**config.mk**
```make
export PLATFORM = sky130hd
export DESIGN_NAME = spi_slave_if
export DESIGN_NICKNAME = d
export VERILOG_FILES = /design/src/rtl/spi_slave_if.sv
export SDC_FILE = /design/constraint.sdc
export NUM_CORES = 1
export LEC_CHECK = 0
export CAP_MARGIN = 20
export CORE_MARGIN = 2
export CORE_UTILIZATION = 35
export DETAILED_ROUTE_END_ITERATION = 8
export DONT_BUFFER_PORTS = 1
export GPL_TIMING_DRIVEN = 0
export HOLD_SLACK_MARGIN = 0.06
export PLACE_DENSITY = 0.52
export SLEW_MARGIN = 0
export SYNTH_ARGS = -nofsm -noshare
export SYNTH_HDL_FRONTEND = slang
export SYNTH_SLANG_ARGS = --single-unit
```
**constraint.sdc**
```tcl
create_clock -name clk -period 2.1 [get_ports clk]
set_input_delay 0.21 -clock clk [delete_from_list [all_inputs] [get_ports clk]]
set_output_delay 0.21 -clock clk [all_outputs]
set_load 0.02 [all_outputs]
```
**src/rtl/spi_slave_if.sv**
```systemverilog
// SPI slave front end for the single-port RAM: deserialises MOSI into {cmd, payload} words
// and shifts the RAM's read byte back out on MISO, one SPI bit per system clock.
module spi_slave_if #(
  parameter int unsigned FRAME_W = 10,
  parameter int unsigned TX_W    = 8
) (
  input  logic               clk,
  input  logic               rst_n,
  input  logic               SS_n,
  input  logic               MOSI,
  output logic               MISO,
  output logic [FRAME_W-1:0] rx_data,
  output logic               rx_valid,
  input  logic [TX_W-1:0]    tx_data,
  input  logic               tx_valid
);

  localparam int unsigned CntW = $clog2(FRAME_W + TX_W);

  typedef enum logic [2:0] {
    StIdle,
    StChkCmd,
    StWrite,
    StReadAdd,
    StReadData,
    StWaitTx,
    StShiftOut,
    StDone
  } state_t;

  state_t             r_state, w_state_d;
  logic [CntW-1:0]    r_cnt, w_cnt_d;
  logic [FRAME_W-2:0] r_rx_shift, w_rx_shift_d;
  logic [FRAME_W-1:0] r_rx_data, w_rx_data_d;
  logic               r_rx_valid, w_rx_valid_d;
  logic [TX_W-1:0]    r_tx_shift, w_tx_shift_d;
  logic               r_miso, w_miso_d;
  logic               r_rd_addr_seen, w_rd_addr_seen_d;

  always_ff @(posedge clk or negedge rst_n) begin
    if (!rst_n) begin
      r_state        <= StIdle;
      r_cnt          <= '0;
      r_rx_shift     <= '0;
      r_rx_data      <= '0;
      r_rx_valid     <= 1'b0;
      r_tx_shift     <= '0;
      r_miso         <= 1'b0;
      r_rd_addr_seen <= 1'b0;
    end else begin
      r_state        <= w_state_d;
      r_cnt          <= w_cnt_d;
      r_rx_shift     <= w_rx_shift_d;
      r_rx_data      <= w_rx_data_d;
      r_rx_valid     <= w_rx_valid_d;
      r_tx_shift     <= w_tx_shift_d;
      r_miso         <= w_miso_d;
      r_rd_addr_seen <= w_rd_addr_seen_d;
    end
  end

  always_comb begin
    w_state_d        = r_state;
    w_cnt_d          = r_cnt;
    w_rx_shift_d     = r_rx_shift;
    w_rx_data_d      = r_rx_data;
    w_rx_valid_d     = 1'b0;
    w_tx_shift_d     = r_tx_shift;
    w_miso_d         = r_miso;
    w_rd_addr_seen_d = r_rd_addr_seen;

    if (SS_n) begin
      // Deselect wins over everything; a partial word is simply dropped.
      w_state_d = StIdle;
      w_cnt_d   = '0;
      w_miso_d  = 1'b0;
    end else begin
      unique case (r_state)
        StIdle: begin
          w_state_d = StChkCmd;
          w_cnt_d   = '0;
        end
        StChkCmd: begin
          w_cnt_d = '0;
          if (!MOSI)               w_state_d = StWrite;
          else if (r_rd_addr_seen) w_state_d = StReadData;
          else                     w_state_d = StReadAdd;
        end
        StWrite, StReadAdd, StReadData: begin
          w_rx_shift_d = {r_rx_shift[FRAME_W-3:0], MOSI};
          w_cnt_d      = r_cnt + 1'b1;
          if (r_cnt == CntW'(FRAME_W - 1)) begin
            w_rx_data_d  = {r_rx_shift, MOSI};
            w_rx_valid_d = 1'b1;
            w_cnt_d      = '0;
            w_state_d    = StDone;
            if (r_state == StReadAdd) w_rd_addr_seen_d = 1'b1;
            if (r_state == StReadData) begin
              w_rd_addr_seen_d = 1'b0;
              w_state_d        = StWaitTx;
            end
          end
        end
        StWaitTx: begin
          if (tx_valid) begin
            // MSB goes straight to MISO; the shifter keeps the remaining bits, MSB-aligned.
            w_miso_d     = tx_data[TX_W-1];
            w_tx_shift_d = {tx_data[TX_W-2:0], 1'b0};
            w_cnt_d      = '0;
            w_state_d    = StShiftOut;
          end
        end
        StShiftOut: begin
          if (r_cnt == CntW'(TX_W - 1)) begin
            w_miso_d  = 1'b0;
            w_cnt_d   = '0;
            w_state_d = StDone;
          end else begin
            w_miso_d     = r_tx_shift[TX_W-1];
            w_tx_shift_d = r_tx_shift << 1;
            w_cnt_d      = r_cnt + 1'b1;
          end
        end
        StDone: begin
          w_miso_d = 1'b0;
        end
        default: begin
          w_state_d = StIdle;
        end
      endcase
    end
  end

  assign MISO     = r_miso;
  assign rx_data  = r_rx_data;
  assign rx_valid = r_rx_valid;

endmodule

```
# == After elaboration in Yosys (flattened, before gate mapping) ==
# Index checks and enable logic that the tools add are counted.
# word_totals
ff_bits,38
in_bits,13
# op_classes
n_addsub,1
n_eq_ne,14
mux,25
bitwise_logic,1
reduce_logical,15
# ops
cell,n
$mux 5,4
$pmux 5 s4,1
$mux 3,6
$mux 8,2
$pmux 8 s2,1
$pmux 3 s5,1
$eq 3x3->1 const B,4
$reduce_and 4->1,3
$ne 3x3->1 const B,3
$mux 1,8
$eq 3x2->1 const B,2
$reduce_and 2->1,3
$reduce_bool 6->1,1
$add 5x1->5 const B,1
$eq 5x3->1 const B,1
$eq 5x4->1 const B,1
$reduce_bool 5->1,1
$ne 2x2->1 const B,2
$reduce_bool 2->1,2
$reduce_bool 4->1,1
$eq 3x1->1 const B,1
$logic_not 3->1,1
$pmux 1 s3,1
$reduce_and 3->1,1
other kinds (4),4

# == Depth between registers and ports, before layout ==
# logic_depth
ltp_word,5
mapped_depth,6
mapped_depth_nobuf,6

# == Least setup slack after synthesis ==
# OpenSTA, ideal clock, no wires.
# synth_timing
path_type,reg-to-reg
startpoint,register r_state[2]
endpoint,"register r_rx_data[1], in the netlist rx_data[1]"
arrival_time_ns,1.725
required_ns,1.975
slack_ns,0.250
path_stages_with_launch,7
path_buffers,2
period_less_slack_ns,1.850
path_cell_list,dfrtp_1 buf_4 or3b_4 a21oi_4 and2_4 buf_12 mux2_4
# synth_via
elab_chain_len,3
# synth_rtl
item,line,rtl
start: declaration,31,"state_t r_state, w_state_d;"
start signal: assignment,42,r_state <= StIdle;
start signal: assignment,51,r_state <= w_state_d;
$eq 3x2->1 or $eq 3x3->1 (tied branches),78,unique case (r_state)
$reduce_or 3->1 *,78,
$reduce_and 3->1 (no source line) *,n/a,
end signal: assignment,54,r_rx_data <= w_rx_data_d;
end: declaration,34,"logic [FRAME_W-1:0] r_rx_data, w_rx_data_d;"
# Mark *: on every way between the ends. The rest lies on a longest branch, timed or not.
# A chain may end at the register's enable or synchronous reset.

# == Worst setup path in the final report ==
# layout_timing
startpoint,register r_state[2]
endpoint,"register r_rx_data[9], in the netlist rx_data[9]"
# Same word-level chain as after synthesis.

==> out/qor.yml <==
diodes: 0
wl_per_cell_um: 14.08
viasPerCell: 5.241
vias: 1242
ant_nets: 0
nNetsFinal: 184
grt_overflow: 0
fin_crit_ps: 1987
drc_errors: 0
synth_top_flop_cell: "dfrtp_1"
syn_nets: 172
switching_share_pct: 24.44
grt_pass1_wl_um: 5664
fin_crit_sh_pct: 94.63
crit_fanout: 10
path_clk_slew_ps: 80
ys_ff_latch: 37
worstPathCellList: "buf_4, or3b_4, a21oi_4, and2_4, buf_12, mux2_4"
cts_tree: "done"
grt_pass1_vias: 1226
seq_area_frac_synth_pct: 51.89
cts_root_buf: "clkbuf_8"
cts_sinks: 37
rsz0062_at_grt: "no"
die_x_um: 75.40
cts_inserted_buffers: 5
dpl_cell_area_mm2: 0.001868
rows: 25
setup_tns_ps: 0
portBuffers: 0
track_usage_pct: 13.18
hold_viol_final: 0
clock_tree.htree_level_count: 2
antenna_found_initial: 0
power_density_mw_per_mm2: 816.4
rrSetupSlack_ps: 110
fp.dieArea_mm2: 0.005685
worst_slew_pin_slew_ps: 533.6
dp_hpwl_um: 2310
netlist_area_mm2: 0.001784
maxSlewViolCount: 0
drt_iter0_markers: 79
outcome: "complete, no violations"
vdd_drop_max_mv: 0.4080
cp_data_required_time_ps: 2280
synthArstFlopShare_pct: 100.0
chipHeight_um: 75.40
p_sw_mw: 0.4089
max_stage_delay_ps: 410
core_area_mm2: 0.004817
gp_congestion: 0.8139
syn_area_per_cell_um2: 11.36
cts_buffer_depth: 2
ys_types: 39
synthCells: 157
p_seq_share_pct: 51.9
clockPowerShare_pct: 36.9
worstPathArrival_ps: 2170
final_area_mm2: 0.002049
drv_cap: 0
synth-edff-count: 0
grt_max_degree: 38
cp-end-kind: "flip-flop"
yosys_warnings: 0
relSlewSlack_pct: 64.29
dr.pass1.iters: 4
crit_slowest_cell: "or3b_4"
finClkSkew_ps: 9.428
power.internal_mw: 1.264
final-setup-viol-count: 0
p_leak_nw: 0.8926
crit_type: "reg -> reg"
final_layout_size_suffix_gt1_share_pct: 21.76
hp-class: "in -> reg"
clock_latency_ps: 290
postRouteWirelength_um: 3337
fmax_mhz: 503.2
power_frac_comb_pct: 11.1
initial_core_util_pct: 37.04
crit_path_start_kind: "flip-flop"
ioPinCount: 25
cts_setup_buffers: 0
syn_to_final_growth_pct: 14.87
-- cell type report --
type | count | area, um^2
clock buffer | 5 | 68.82
inverter | 4 | 15.01
timing repair buffer | 5 | 60.06
fill | 490 | 2768
clock inverter | 3 | 46.29
tap | 67 | 83.83
buffer | 7 | 47.55
multi-input combinational | 109 | 802.0
sequential | 37 | 925.9
-- through the flow --
step | setup WS [ps] | std cells | power (mW) | hold WS, ps | util, %
3_3_place_gp | 78.79 | 224 | 1.042 | -84.24 | 38.78
4_1_cts | 70.18 | 236 | 1.699 | 60.72 | 42.21
5_1_grt | 14.82 | 237 | 1.770 | 105.5 | 42.55
6_report | 112.8 | 237 | 1.673 | 103.4 | 42.55
2_1_floorplan | 250.3 | 157 | 1.007 | -85.59 | -
3_5_place_dp | 89.07 | 224 | 1.048 | -84.43 | 38.78
-- placed cells by master (no fill, tap or decap), drive strengths merged, types with 3 or more instances in the layout --
cell,count
a21oi,10
o21ai,9
nor2,6
dlygate4sd3,4
clkbuf,9
inv,4
nand2,22
a41oi,6
nand2b,4
mux2,19
a31oi,3
dfrtp,37
buf,4
nand3,3
-- power groups by stage --
stage	Combinational, mW	Clock, mW	Sequential (mW)
finish	0.186	0.618	0.869
global route	0.208	0.674	0.888
CTS	0.187	0.642	0.870
detailed placement	0.162	0	0.886
global placement	0.158	0	0.884
floorplan	0.140	0	0.867
-- registers in the layout, indices dropped and copies added (netlist names) --
signal          cells
r_cnt               5
r_state             3
r_tx_shift          7
r_rd_addr_seen      1
rx_data            10
MISO                1
rx_valid            1
r_rx_shift          9
-- synthesized netlist by cell type (3+ instances only) --
cell type  instances  area (um^2)
nand2_1           22        82.58
clkbuf_1           4        15.01
o21ai_0            9        45.04
a41oi_1            6        52.55
inv_1              4        15.01
a31oi_1            3        18.77
dfrtp_1           37        925.9
a21oi_1            9        45.04
mux2_4             9        135.1
nand2b_1           4        25.02
mux2_2            10        112.6
nor2_1             6        22.52
nand3_1            3        15.01
-- routing by layer --
metal  up-vias  global-route usage [%]  part of all wire, %
li1        589                       -                    -
met3         4                   4.101                  4.8
met4         0                   4.873                 0.90
met1       615                   17.25                   46
met2        34                   20.58                   48
met5         -                       0                    0
-- worst paths after layout --
kind,end,cells past startpoint,from
min,r_tx_shift[2],2,tx_data[1]
max in group asynchronous,r_tx_shift[3],2,rst_n
min reg2reg,rx_data[9],1,r_rx_shift[8]
min in group asynchronous,r_rx_shift[4],2,rst_n
max,rx_data[9],6,r_state[2]
max reg2reg,rx_data[9],6,r_state[2]
-- kinds of logic (layout without fill, tap and decap cells) --
family / count (synthesis) / count (layout) / share of synthesized area (%)
buf+inv: 11 / 24 / 3.506
mux: 20 / 20 / 14.45
simple gates: 51 / 51 / 15.22
fa+ha+maj: 2 / 2 / 1.402
compound gates: 34 / 34 / 12.55
flops: 37 / 37 / 51.89
xor+xnor: 2 / 2 / 0.9819
-- repair_timing --
item / in CTS / in global routing
hold endpoints to repair: 39 / 1
hold buffers: 4 / 1
resized for setup: 0 / 1
setup endpoints to repair: 0 / 10
-- worst max-delay path: cells and delay by family (launching register included) --
family,cells,cell delay [ps]
AO/OA/AOI/OAI,1,330
buffers and inverters,2,290
AND/OR/NAND/NOR,2,640
multiplexers,1,300
flip-flops,1,320
Power figures use the tool's default switching activity.
